`src/rtl/mem_access_ctrl.sv`:
```
// rtl/mem_access_ctrl.sv - data-memory stage sequencer with req/ack port, lane steering and access traps
//
// Ports:
//   Clock, Reset           rising-edge clock, synchronous active-high reset
//   Rmem, Wmem             load / store request from the EXE/MEM register
//   func3                  RV32I load/store width code
//   result                 effective byte address
//   rs2                    store data
//   mem_req, mem_we        registered request / write strobe of the single-outstanding memory port
//   mem_addr               registered word address
//   mem_wdata, mem_be      registered lane-replicated store data and byte enables
//   mem_ack, mem_rdata     memory completion and read word
//   stall                  holds PC and pipeline registers up to EXE/MEM while an access is in flight
//   load_data, load_valid  registered extended load result, valid for one cycle
//   fault, fault_addr      one-cycle access exception and the faulting byte address

module mem_access_ctrl #(
    parameter int unsigned TIMEOUT = 255
) (
    input  logic        Clock,
    input  logic        Reset,
    input  logic        Rmem,
    input  logic        Wmem,
    input  logic [2:0]  func3,
    input  logic [31:0] result,
    input  logic [31:0] rs2,
    output logic        mem_req,
    output logic        mem_we,
    output logic [31:0] mem_addr,
    output logic [31:0] mem_wdata,
    output logic [3:0]  mem_be,
    input  logic        mem_ack,
    input  logic [31:0] mem_rdata,
    output logic        stall,
    output logic [31:0] load_data,
    output logic        load_valid,
    output logic        fault,
    output logic [31:0] fault_addr
);

    localparam logic [1:0] S_IDLE = 2'd0;
    localparam logic [1:0] S_WAIT = 2'd1;
    localparam logic [1:0] S_DONE = 2'd2;

    localparam logic [15:0] CNT_LAST = 16'(TIMEOUT - 1);

    logic [1:0]  state;
    logic [15:0] wait_cnt;
    logic [2:0]  func3_q;
    logic [31:0] byte_addr_q;
    logic        is_read_q;
    logic        abort_q;

    logic        access;
    logic        legal;
    logic        ld_code_ok;
    logic        st_code_ok;
    logic        align_ok;
    logic        issue;
    logic        bad_access;
    logic        abort_fault;
    logic [3:0]  wr_be;
    logic [31:0] wr_data;
    logic [7:0]  ld_byte;
    logic [15:0] ld_half;
    logic [31:0] ld_ext;

    assign access = Rmem | Wmem;

    always_comb begin
        ld_code_ok = func3 inside {3'b000, 3'b001, 3'b010, 3'b100, 3'b101};
        st_code_ok = func3 inside {3'b000, 3'b001, 3'b010};
        case (func3[1:0])
            2'b01:   align_ok = ~result[0];
            2'b10:   align_ok = (result[1:0] == 2'b00);
            default: align_ok = 1'b1;
        endcase
        legal = ~(Rmem & Wmem) & (~Rmem | ld_code_ok) & (~Wmem | st_code_ok) & align_ok;
    end

    assign issue       = (state == S_IDLE) & access & legal;
    assign bad_access  = (state == S_IDLE) & access & ~legal;
    assign abort_fault = (state == S_DONE) & abort_q;

    // Stall covers the issue cycle too, so EXE/MEM stays put until DONE.
    assign stall      = issue | (state == S_WAIT);
    assign fault      = bad_access | abort_fault;
    assign fault_addr = bad_access  ? result :
                        abort_fault ? byte_addr_q : 32'h0;

    // Store lane steering; replicate the datum so every enabled lane sees it.
    always_comb begin
        wr_be   = 4'b1111;
        wr_data = rs2;
        case (func3[1:0])
            2'b00: begin
                wr_be   = 4'b0001 << result[1:0];
                wr_data = {4{rs2[7:0]}};
            end
            2'b01: begin
                wr_be   = result[1] ? 4'b1100 : 4'b0011;
                wr_data = {2{rs2[15:0]}};
            end
            default: ;
        endcase
        if (Rmem) begin
            wr_be = 4'b1111;
        end
    end

    // Load lane extraction from the word returned with mem_ack.
    always_comb begin
        case (byte_addr_q[1:0])
            2'b00:   ld_byte = mem_rdata[7:0];
            2'b01:   ld_byte = mem_rdata[15:8];
            2'b10:   ld_byte = mem_rdata[23:16];
            default: ld_byte = mem_rdata[31:24];
        endcase
        ld_half = byte_addr_q[1] ? mem_rdata[31:16] : mem_rdata[15:0];
        case (func3_q)
            3'b000:  ld_ext = {{24{ld_byte[7]}}, ld_byte};
            3'b100:  ld_ext = {24'h0, ld_byte};
            3'b001:  ld_ext = {{16{ld_half[15]}}, ld_half};
            3'b101:  ld_ext = {16'h0, ld_half};
            default: ld_ext = mem_rdata;
        endcase
    end

    always_ff @(posedge Clock) begin
        if (Reset) begin
            state       <= S_IDLE;
            wait_cnt    <= 16'h0;
            func3_q     <= 3'b000;
            byte_addr_q <= 32'h0;
            is_read_q   <= 1'b0;
            abort_q     <= 1'b0;
            mem_req     <= 1'b0;
            mem_we      <= 1'b0;
            mem_addr    <= 32'h0;
            mem_wdata   <= 32'h0;
            mem_be      <= 4'b0000;
            load_data   <= 32'h0;
            load_valid  <= 1'b0;
        end else begin
            case (state)
                S_IDLE: begin
                    load_valid <= 1'b0;
                    if (issue) begin
                        mem_addr    <= {result[31:2], 2'b00};
                        mem_we      <= Wmem;
                        mem_be      <= wr_be;
                        mem_wdata   <= wr_data;
                        func3_q     <= func3;
                        byte_addr_q <= result;
                        is_read_q   <= Rmem;
                        wait_cnt    <= 16'h0;
                        abort_q     <= 1'b0;
                        mem_req     <= 1'b1;
                        state       <= S_WAIT;
                    end
                end
                S_WAIT: begin
                    // An ack on the final counted cycle takes priority over the abort.
                    if (mem_ack) begin
                        mem_req <= 1'b0;
                        state   <= S_DONE;
                        if (is_read_q) begin
                            load_data  <= ld_ext;
                            load_valid <= 1'b1;
                        end
                    end else if (wait_cnt == CNT_LAST) begin
                        mem_req <= 1'b0;
                        abort_q <= 1'b1;
                        state   <= S_DONE;
                    end else begin
                        wait_cnt <= wait_cnt + 16'd1;
                    end
                end
                S_DONE: begin
                    // EXE/MEM still holds this access; returning to IDLE without
                    // re-sampling it keeps it from being issued twice.
                    load_valid <= 1'b0;
                    abort_q    <= 1'b0;
                    state      <= S_IDLE;
                end
                default: begin
                    state <= S_IDLE;
                end
            endcase
        end
    end

endmodule

```
`config.mk`:
```
export PLATFORM = sky130hd
export DESIGN_NAME = mem_access_ctrl
export DESIGN_NICKNAME = d
export VERILOG_FILES = /design/src/rtl/mem_access_ctrl.sv
export SDC_FILE = /design/constraint.sdc
export NUM_CORES = 1
export LEC_CHECK = 0
export ABC_AREA = 1
export CAP_MARGIN = 20
export CELL_PAD_IN_SITES_DETAIL_PLACEMENT = 1
export CELL_PAD_IN_SITES_GLOBAL_PLACEMENT = 1
export CORE_MARGIN = 4
export CORE_UTILIZATION = 33
export CTS_CLUSTER_DIAMETER = 40
export DETAILED_ROUTE_END_ITERATION = 7
export PLACE_DENSITY = 0.89
export SETUP_SLACK_MARGIN = 0.15
export SYNTH_ARGS = -nofsm -noshare
export SYNTH_HDL_FRONTEND = slang
export SYNTH_SLANG_ARGS = --single-unit
```
`constraint.sdc`:
```
create_clock -name Clock -period 3.8 [get_ports Clock]
set_input_delay 0.38 -clock Clock [delete_from_list [all_inputs] [get_ports Clock]]
set_output_delay 0.38 -clock Clock [all_outputs]
set_load 0.01 [all_outputs]
```
==> flow_summary.json, run 1 <==
{
  "hold_viol": 0,
  "cts_buffer_depth": 2,
  "chipWidth_um": 150,
  "worstPathRequired_ns": 3.42,
  "fin_util_pct": 49.0,
  "syn_to_final_growth_pct": 45.1,
  "clock_latency_ns": 0.42,
  "core_area_mm2": 0.0196,
  "async_flop_share_pct": 0,
  "layout_commonest_cell": "clkdlybuf4s50_1",
  "ys_seq_area_share_pct": 38.1,
  "report.final.slew_viol_count": 0,
  "ys_ff_latch": 126,
  "grt_max_degree": 162,
  "cts-resized-gates": 0,
  "synth_warnings": 0,
  "cts-root-buf": "clkbuf_16",
  "synthFlopType": "dfxtp_1",
  "leakagePower_nw": 3.82,
  "layout_common_cells": "clkdlybuf4s50_1 (238), nand2_1 (165), o21ai_0 (151), inv_1 (141), dfxtp_1 (126)",
  "viasPerCell": 5.04,
  "clk_pin_slew_ns": 0.05,
  "grt_pass1_wl_um": 39800,
  "num_rows": 51,
  "final.setup.tns_ns": 0,
  "ant_nets": 0,
  "wirelength_um": 25500,
  "drc": 0,
  "period_needed_ns": 3.34,
  "slowest_stage": "clkdlybuf4s50_1",
  "fin_nets": 1268,
  "slowest_delay_ns": 0.63,
  "cap_violations": 0,
  "synth_cell_types": 36,
  "crit_arrival_ns": 2.96,
  "gp_congestion": 0.891,
  "first_pass_iters": 5,
  "syn_area_mm2": 0.00662,
  "antenna_found_initial": 1,
  "drt-wirelength-per-cell_um": 17.7,
  "port_buffers": 238,
  "ctsHoldBuffers": 0,
  "end_kind": "primary output",
  "tightest_slew_ns": 0.839,
  "die_h_um": 150,
  "drt_iter0_markers": 395,
  "clock-skew-final_ns": 0.00826,
  "grt-ovfl-total": 0,
  "critPathKind": "in2out",
  "post_cts_buffers": 0,
  "start_util_pct": 33.8,
  "syn_area_per_cell_um2": 6.77,
  "fmax_mhz": 299,
  "synth-edff-count": 0,
  "cp_max_fo": 32,
  "post-dp-hpwl_um": 18700,
  "path_cells": "clkdlybuf4s50_1, inv_1, ha_1, nor2_4, nand3_2, nand3_1, nand2_1, inv_1, buf_4, nand2_1, o21ai_0, clkdlybuf4s50_1",
  "irDropWorstVdd_mv": 0.221,
  "rsz0062_at_grt": "no",
  "status": "finished clean",
  "hp-class": "reg2reg",
  "fin_crit_sh_pct": 87.9,
  "dieArea_mm2": 0.0224,
  "cts_tree": "done",
  "drive_gt1_share_pct": 5.55,
  "fin_hold_ws_ns": 0.441,
  "synth_cells": 978,
  "cts_buffers": 17,
  "final-setup-viol-count": 0,
  "crit_path_start_kind": "input port",
  "slew_headroom_pct": 44.0,
  "io_pins": 241,
  "p_per_area_mw_per_mm2": 440,
  "vias": 7254,
  "cts.sinks": 126,
  "grt_pass1_vias": 7416,
  "grt_util_all_layers_pct": 22.6,
  "cts_max_level": 4
}
-- sequential cells by signal, summed over array words and instances (netlist names), 2 cells and up --
register and count:
func3_q 3, mem_be 4, wait_cnt 16, byte_addr_q 32, load_data 32, state 2
mem_wdata 32
-- metal layers --
metal	up-vias	global-route usage, %	wire length (um)
li1	3527	-	-
met1	3470	26.3	10500
met2	201	39.0	12700
met3	56	5.21	1310
met4	0	10.8	940
met5	-	0	0
-- final timing paths --
check                           slack (ns)  cells past startpoint                   startpoint                    endpoint
worst min register to register        0.44                      2   mem_wdata[31]$_SDFFE_PP0P_  mem_wdata[31]$_SDFFE_PP0P_
worst min-delay path                  0.44                      2   mem_wdata[31]$_SDFFE_PP0P_  mem_wdata[31]$_SDFFE_PP0P_
worst max-delay path                  0.46                     12                     func3[1]               fault_addr[7]
worst max register to register        1.38                      8  byte_addr_q[1]$_SDFFE_PP0P_  load_data[20]$_SDFFE_PP0P_
-- final cells by class --
class,count,area (um2)
clock buffer,19,443
clock inverter,12,240
sequential,126,2520
tap,265,332
antenna,2,5.00
inverter,149,559
fill,2443,9990
timing repair buffer,249,2480
multi-input combinational,616,3020
-- per-stage QoR --
stage                     std cells  area [um2]  setup WS (ns)  total power, mW
final                          1438        9600          0.460             4.22
after global routing           1437        9600          0.279             4.40
after CTS                      1436        9600          0.431             4.26
after detailed placement       1405        8910          0.437             2.34
after global placement         1405        8910          0.597             2.31
after floorplan                 979        6620           1.81             1.92
-- cell families (layout without fill, tap and decap cells) --
| kind of cell | Yosys count | in the layout | share of synthesized area [%] |
|---|---|---|---|
| AOI/OAI and AO/OA | 319 | 319 | 25.7 |
| and+or+nand+nor | 287 | 287 | 18.5 |
| buffers and inverters | 237 | 429 | 16.3 |
| DFF | 126 | 126 | 38.1 |
| adders and majority gates | 5 | 5 | 0.945 |
| xor gates and xnor gates | 3 | 3 | 0.397 |
| other | 1 | 4 | 0.0567 |
-- worst max-delay path: cells and delay by family --
family          cells  cell delay (ns)
buf+inv             5             1.61
simple gates        5             0.52
fa+ha+maj           1             0.29
compound gates      1             0.14
-- Yosys cell counts, types with 2 or more instances --
library cell / number / area (um2)
a21boi_0: 2 / 15.0
buf_6: 4 / 45.0
a31oi_1: 2 / 12.5
xor2_1: 3 / 26.3
or2_2: 2 / 12.5
buf_4: 38 / 285
dfxtp_1: 126 / 2520
o22ai_1: 7 / 43.8
inv_2: 7 / 26.3
o21ai_1: 5 / 25.0
clkbuf_1: 33 / 124
nor3_1: 4 / 20.0
a31o_2: 4 / 35.0
o211ai_1: 19 / 143
inv_1: 142 / 533
o21bai_1: 6 / 45.0
nand3_1: 46 / 230
nand2_1: 165 / 619
o21ai_0: 151 / 756
ha_1: 5 / 62.6
nand4_1: 5 / 31.3
nor2_4: 3 / 33.8
nor2_1: 55 / 206
buf_2: 11 / 55.1
a21oi_1: 121 / 606
nand2_2: 2 / 12.5
-- power breakdown --
group	switching [mW]	internal (mW)
clock network	0.605	1.31
logic	0.452	0.397
registers	0.0554	1.41
Note: power is estimated with default switching activity, not from simulation.
==> run 2: changes to the inputs <==
CORE_ASPECT_RATIO = 2   (was unset)
CORE_UTILIZATION = 25   (was 33)
PLACE_DENSITY = 0.71   (was 0.89)
==> run 2 against run 1 <==
Against the previous run:
- sequential power hardly changed
- maximum frequency is 3.8% higher
- count of clock-buffer cells in the layout is 3 higher
- first-iteration DRC count is 27% lower
- cell count is 5.7% higher
- final area is 0.44% higher
- non-clock buffer count is 2 lower
- clock skew is 0.0021 ns lower
- power is 4.7% lower
- clock power is 10% lower
- wire length is 3.6% higher
- critical endpoint is now fault_addr[26]
- largest power group unchanged
==> flow_summary.json, run 2 (synthesized netlist as in run 1, its figures left out) <==
{
  "status": "finished clean",
  "final-setup-viol-count": 0,
  "worst-r2r-setup-slack_ns": 1.32,
  "cts_buffers": 17,
  "layout_commonest_cell": "clkdlybuf4s50_1",
  "fin_nets": 1266,
  "chipWidth_um": 123,
  "final.setup.tns_ns": 0,
  "grt-ovfl-total": 0,
  "grt_util_all_layers_pct": 18.0,
  "start_util_pct": 25.3,
  "cp_max_fo": 28,
  "cts-resized-gates": 0,
  "cts_tree": "done",
  "fin_crit_sh_pct": 84.6,
  "cap_violations": 0,
  "cts_buffer_depth": 2,
  "reg.largest.list": "byte_addr_q x32, load_data x32, mem_wdata x32",
  "worstPathRequired_ns": 3.42,
  "preCtsSetupSlack_ns": 0.556,
  "ctsHoldBuffers": 0,
  "drt_iter0_markers": 288,
  "worstHoldStart": "mem_wdata[19]$_SDFFE_PP0P_",
  "p_per_area_mw_per_mm2": 417,
  "wirelength_um": 26400,
  "hp-class": "reg2reg",
  "port_buffers": 238,
  "report.final.slew_viol_count": 0,
  "crit_start": "func3[1]",
  "hold_viol": 0,
  "cts-root-buf": "clkbuf_16",
  "instances_no_fill": 1520,
  "slowest_delay_ns": 0.58,
  "path_delay_family": "buffers and inverters",
  "post-dp-hpwl_um": 20500,
  "clk_pin_slew_ns": 0.05,
  "post_cts_buffers": 0,
  "fmax_mhz": 311,
  "setup_ws_ns": 0.584,
  "drt-wirelength-per-cell_um": 17.4,
  "path_cells": "clkdlybuf4s50_1, inv_1, ha_1, nor2_4, nand3_2, nand3_1, nand2_1, inv_1, buf_12, nand2_1, o21ai_0, clkdlybuf4s50_1",
  "end_kind": "primary output",
  "drc": 0,
  "dp.cells": 1482,
  "critical_path_buf_inv_count": 5,
  "core_area_mm2": 0.0262,
  "tightest_slew_ns": 0.867,
  "vias": 7102,
  "clock-skew-final_ns": 0.00616,
  "layout_common_cells": "clkdlybuf4s50_1 (238), nand2_1 (165), o21ai_0 (151), inv_1 (141), dfxtp_1 (126)",
  "p_total_mw": 4.02,
  "slew_headroom_pct": 42.2,
  "cts_max_level": 4,
  "rsz0062_at_grt": "no",
  "gp_congestion": 0.834,
  "grt_max_degree": 162,
  "reg2regPathDepth": 8,
  "period_needed_ns": 3.22,
  "critPathCapture": "fault_addr[26]",
  "crit_path_start_kind": "input port",
  "first_pass_iters": 4,
  "r2r_end": "load_data[31]$_SDFFE_PP0P_",
  "leakagePower_nw": 3.79,
  "cts.sinks": 126,
  "viasPerCell": 4.67,
  "grt_pass1_wl_um": 40200,
  "ant_nets": 0,
  "fin_hold_ws_ns": 0.445,
  "cp.depth": 12,
  "grt_pass1_vias": 7253,
  "clock_latency_ns": 0.43,
  "slowest_stage": "clkdlybuf4s50_1",
  "io_pins": 241,
  "drive_gt1_share_pct": 5.47,
  "reg2reg_from": "byte_addr_q[1]$_SDFFE_PP0P_",
  "num_rows": 84,
  "antenna_found_initial": 6,
  "syn_to_final_growth_pct": 45.7,
  "crit_arrival_ns": 2.84,
  "irDropWorstVdd_mv": 0.280,
  "die_h_um": 238,
  "dieArea_mm2": 0.0293,
  "whs_path_depth": 2,
  "critPathKind": "in2out"
}
## run 2: cell types whose count changed in the layout (fill, tap and decap cells not counted)
| cell | change |
|---|---|
| buf_4 | -3 |
| clkbuf_8 | +3 |
| clkinv_4 | +2 |
| bufinv_16 | -4 |
| clkinv_2 | +1 |
| clkinvlp_4 | -1 |
| diode_2 | +4 |
| buf_12 | +1 |
## run 2: per-stage QoR
stage	cell area [um2]	util, %
2_1_floorplan	6620	-
3_3_place_gp	9010	34.4
3_5_place_dp	9010	34.4
4_1_cts	9630	36.8
5_1_grt	9640	36.8
6_report	9640	36.8
## run 2: how the worst min path moves through the flow
stage / endpoint / slack (ns)
2_1_floorplan: is_read_q$_SDFFE_PP0P_ / 0.44
3_3_place_gp: mem_wdata[21]$_SDFFE_PP0P_ / 0.43
3_5_place_dp: mem_wdata[20]$_SDFFE_PP0P_ / 0.44
4_1_cts: mem_wdata[20]$_SDFFE_PP0P_ / 0.45
5_1_grt: mem_wdata[6]$_SDFFE_PP0P_ / 0.46
6_report: mem_wdata[19]$_SDFFE_PP0P_ / 0.45
## run 2: layout make-up
class / count / area [um2]
Timing Repair Buffer: 247 / 2470
Multi-Input combinational cell: 616 / 3020
Inverter: 149 / 559
Antenna cell: 6 / 15.0
Clock inverter: 10 / 135
Fill cell: 3237 / 16500
Clock buffer: 22 / 484
Tap cell: 344 / 430
Sequential cell: 126 / 2520
## run 2: where the power goes
group,internal (mW),total (mW),switching [mW]
registers,1.41,1.46,0.0520
clock network,1.10,1.71,0.616
logic,0.401,0.851,0.450
total,2.90,4.02,1.12
## run 2: layer usage
| metal | wire [um] | track usage (%) | vias to the layer above |
|---|---|---|---|
| met5 | 0 | 0 | - |
| met4 | 1110 | 9.48 | 0 |
| met3 | 1160 | 4.06 | 54 |
| met2 | 14900 | 34.5 | 174 |
| met1 | 9230 | 17.3 | 3350 |
| li1 | - | - | 3524 |
## run 2: worst register-to-register path, cell delays in order, from the launching register on
cell and delay [ns]:
dfxtp_1 0.63, inv_1 0.35, nand2_1 0.16, nor2_1 0.06, nor2_1 0.17, nand4_2 0.45, nand2_1 0.40, o21ai_0 0.14
inv_1 0.06
==> run 3: changes to the inputs <==
clock period = 3 ns   (was 3.8 ns; I/O delays follow)
==> run 3 against run 2 <==
Against the previous run:
- wire length up 2.3%
- combinational power up 29%
- clock skew up 0.0037 ns
- sequential power up 26%
- critical path type unchanged
==> flow_summary.json, run 3 (synthesized netlist as in run 1, its figures left out) <==
{
  "clock-skew-final_ns": 0.00990,
  "fin_crit_sh_pct": 86.2,
  "sw_frac_of_total_pct": 28.4,
  "crit_arrival_ns": 2.29,
  "ctsHoldBuffers": 0,
  "comb_power_share_pct": 21.5,
  "io_pins": 241,
  "path_cells": "clkdlybuf4s50_1, inv_1, ha_2, nor2_4, nand3_2, nand3_1, nand2_1, inv_2, clkbuf_16, nand2_1, o21ai_0, dlygate4sd2_1",
  "p_per_area_mw_per_mm2": 525,
  "port_buffers": 238,
  "ant_nets": 0,
  "seq_power_share_pct": 35.7,
  "cts-root-buf": "clkbuf_16",
  "intPower_mw": 3.68,
  "cts_max_level": 4,
  "drt_iter0_markers": 342,
  "final-setup-viol-count": 0,
  "wirelength_um": 27000,
  "cts_buffer_depth": 2,
  "core_area_mm2": 0.0262,
  "drive_gt1_share_pct": 6.45,
  "slew_headroom_pct": 56.7,
  "first_pass_iters": 7,
  "critical_path_buf_inv_count": 5,
  "cp_max_fo": 16,
  "status": "finished clean",
  "vias": 7192,
  "irDropWorstVdd_mv": 0.385,
  "nFillCells": 3197,
  "critPathKind": "in2out",
  "grt_util_all_layers_pct": 18.2,
  "report.final.slew_viol_count": 0,
  "worstPathRequired_ns": 2.70,
  "stdcell_area_mm2": 0.00980,
  "post-dp-hpwl_um": 20800,
  "tightest_slew_ns": 0.649,
  "layout_common_cells": "clkdlybuf4s50_1 (206), nand2_1 (165), o21ai_0 (151), inv_1 (140), dfxtp_1 (126)",
  "layout_commonest_cell": "clkdlybuf4s50_1",
  "end_kind": "primary output",
  "dieArea_mm2": 0.0293,
  "rsz0062_at_grt": "no",
  "ff_latch_area_mm2": 0.00252,
  "period_needed_ns": 2.59,
  "instances_no_fill": 1530,
  "slowest_delay_ns": 0.48,
  "viasPerCell": 4.70,
  "leakagePower_nw": 4.18,
  "clock_latency_ns": 0.43,
  "p_switching_mw": 1.46,
  "syn_to_final_growth_pct": 48.1,
  "slowest_stage": "clkdlybuf4s50_1",
  "antenna_found_initial": 8,
  "grt_pass1_wl_um": 40700,
  "num_rows": 84,
  "cts_tree": "done",
  "chipWidth_um": 123,
  "dp.cells": 1489,
  "fmax_mhz": 387,
  "cts.sinks": 126,
  "final.setup.tns_ns": 0,
  "hold_viol": 0,
  "hp-class": "reg2reg",
  "grt_pass1_vias": 7306,
  "p_total_mw": 5.14,
  "die_h_um": 238,
  "gp_congestion": 0.838,
  "clkPwrFrac_pct": 42.8,
  "drc": 0,
  "start_util_pct": 25.3,
  "cap_violations": 0,
  "grt_max_degree": 93,
  "reg.largest.list": "byte_addr_q x32, load_data x32, mem_wdata x32",
  "drt-wirelength-per-cell_um": 17.6,
  "crit_top_cell": "nand2_1",
  "dpl_cell_area_mm2": 0.00909,
  "crit_path_start_kind": "input port",
  "multiInputGateArea_mm2": 0.00303,
  "cts_buffers": 17,
  "grt-ovfl-total": 0,
  "path_delay_family": "buffers and inverters",
  "fin_nets": 1274,
  "clk_pin_slew_ns": 0.06,
  "fin_util_pct": 37.4,
  "post_cts_buffers": 0
}
-- run 3: through the flow --
stage / setup slack (ns) / hold WS [ns]
floorplan: 1.17 / 0.438
global placement: 0.142 / 0.431
detailed placement: 0.0106 / 0.437
CTS: 0.138 / 0.444
global route: 0.250 / 0.464
finish: 0.415 / 0.439
-- run 3: final cells by class --
type / count / area share, %
Clock buffer: 17 / 4.34
Antenna cell: 8 / 0.204
Sequential cell: 126 / 25.7
Multi-Input combinational cell: 616 / 30.9
Timing Repair Buffer: 255 / 26.7
Tap cell: 344 / 4.39
Inverter: 149 / 5.71
Clock inverter: 15 / 1.99
-- run 3: what timing repair did --
action                                  CTS  global route
gates cloned                              0             1
resized for setup                        12            23
endpoints found under the setup margin   32            21
-- run 3: power groups by stage --
stage | Clock [mW] | Combinational (mW) | Sequential [mW]
floorplan | 0 | 0.541 | 1.89
global placement | 0 | 1.10 | 1.87
detailed placement | 0 | 1.12 | 1.87
CTS | 2.27 | 1.11 | 1.84
global route | 2.34 | 1.21 | 1.85
finish | 2.20 | 1.10 | 1.84
-- run 3: layer usage --
metal | up-vias | share of wire [%] | wire length, um | GRT usage (%)
met2 | 185 | 56 | 15000 | 33.8
met3 | 50 | 4.9 | 1310 | 4.27
met5 | - | 0 | 0 | 0
li1 | 3542 | - | - | -
met4 | 0 | 4.7 | 1260 | 10.2
met1 | 3415 | 35 | 9380 | 17.9
-- run 3: worst paths after layout --
check	start	end	slack, ns	cells past startpoint
worst max-delay path	func3[1]	fault_addr[24]	0.41	12
worst min-delay path	mem_wdata[31]$_SDFFE_PP0P_	mem_wdata[31]$_SDFFE_PP0P_	0.44	2
worst max register to register	func3_q[1]$_SDFFE_PP0P_	load_data[19]$_SDFFE_PP0P_	0.94	8
worst min register to register	mem_wdata[31]$_SDFFE_PP0P_	mem_wdata[31]$_SDFFE_PP0P_	0.44	2
-- run 3: worst reg2reg max path: cells and delay by family (launching register included) --
family / cells / cell delay, ns
DFF: 1 / 0.30
and+or+nand+nor: 4 / 1.11
AOI/OAI and AO/OA: 1 / 0.14
buffers and inverters: 3 / 0.45
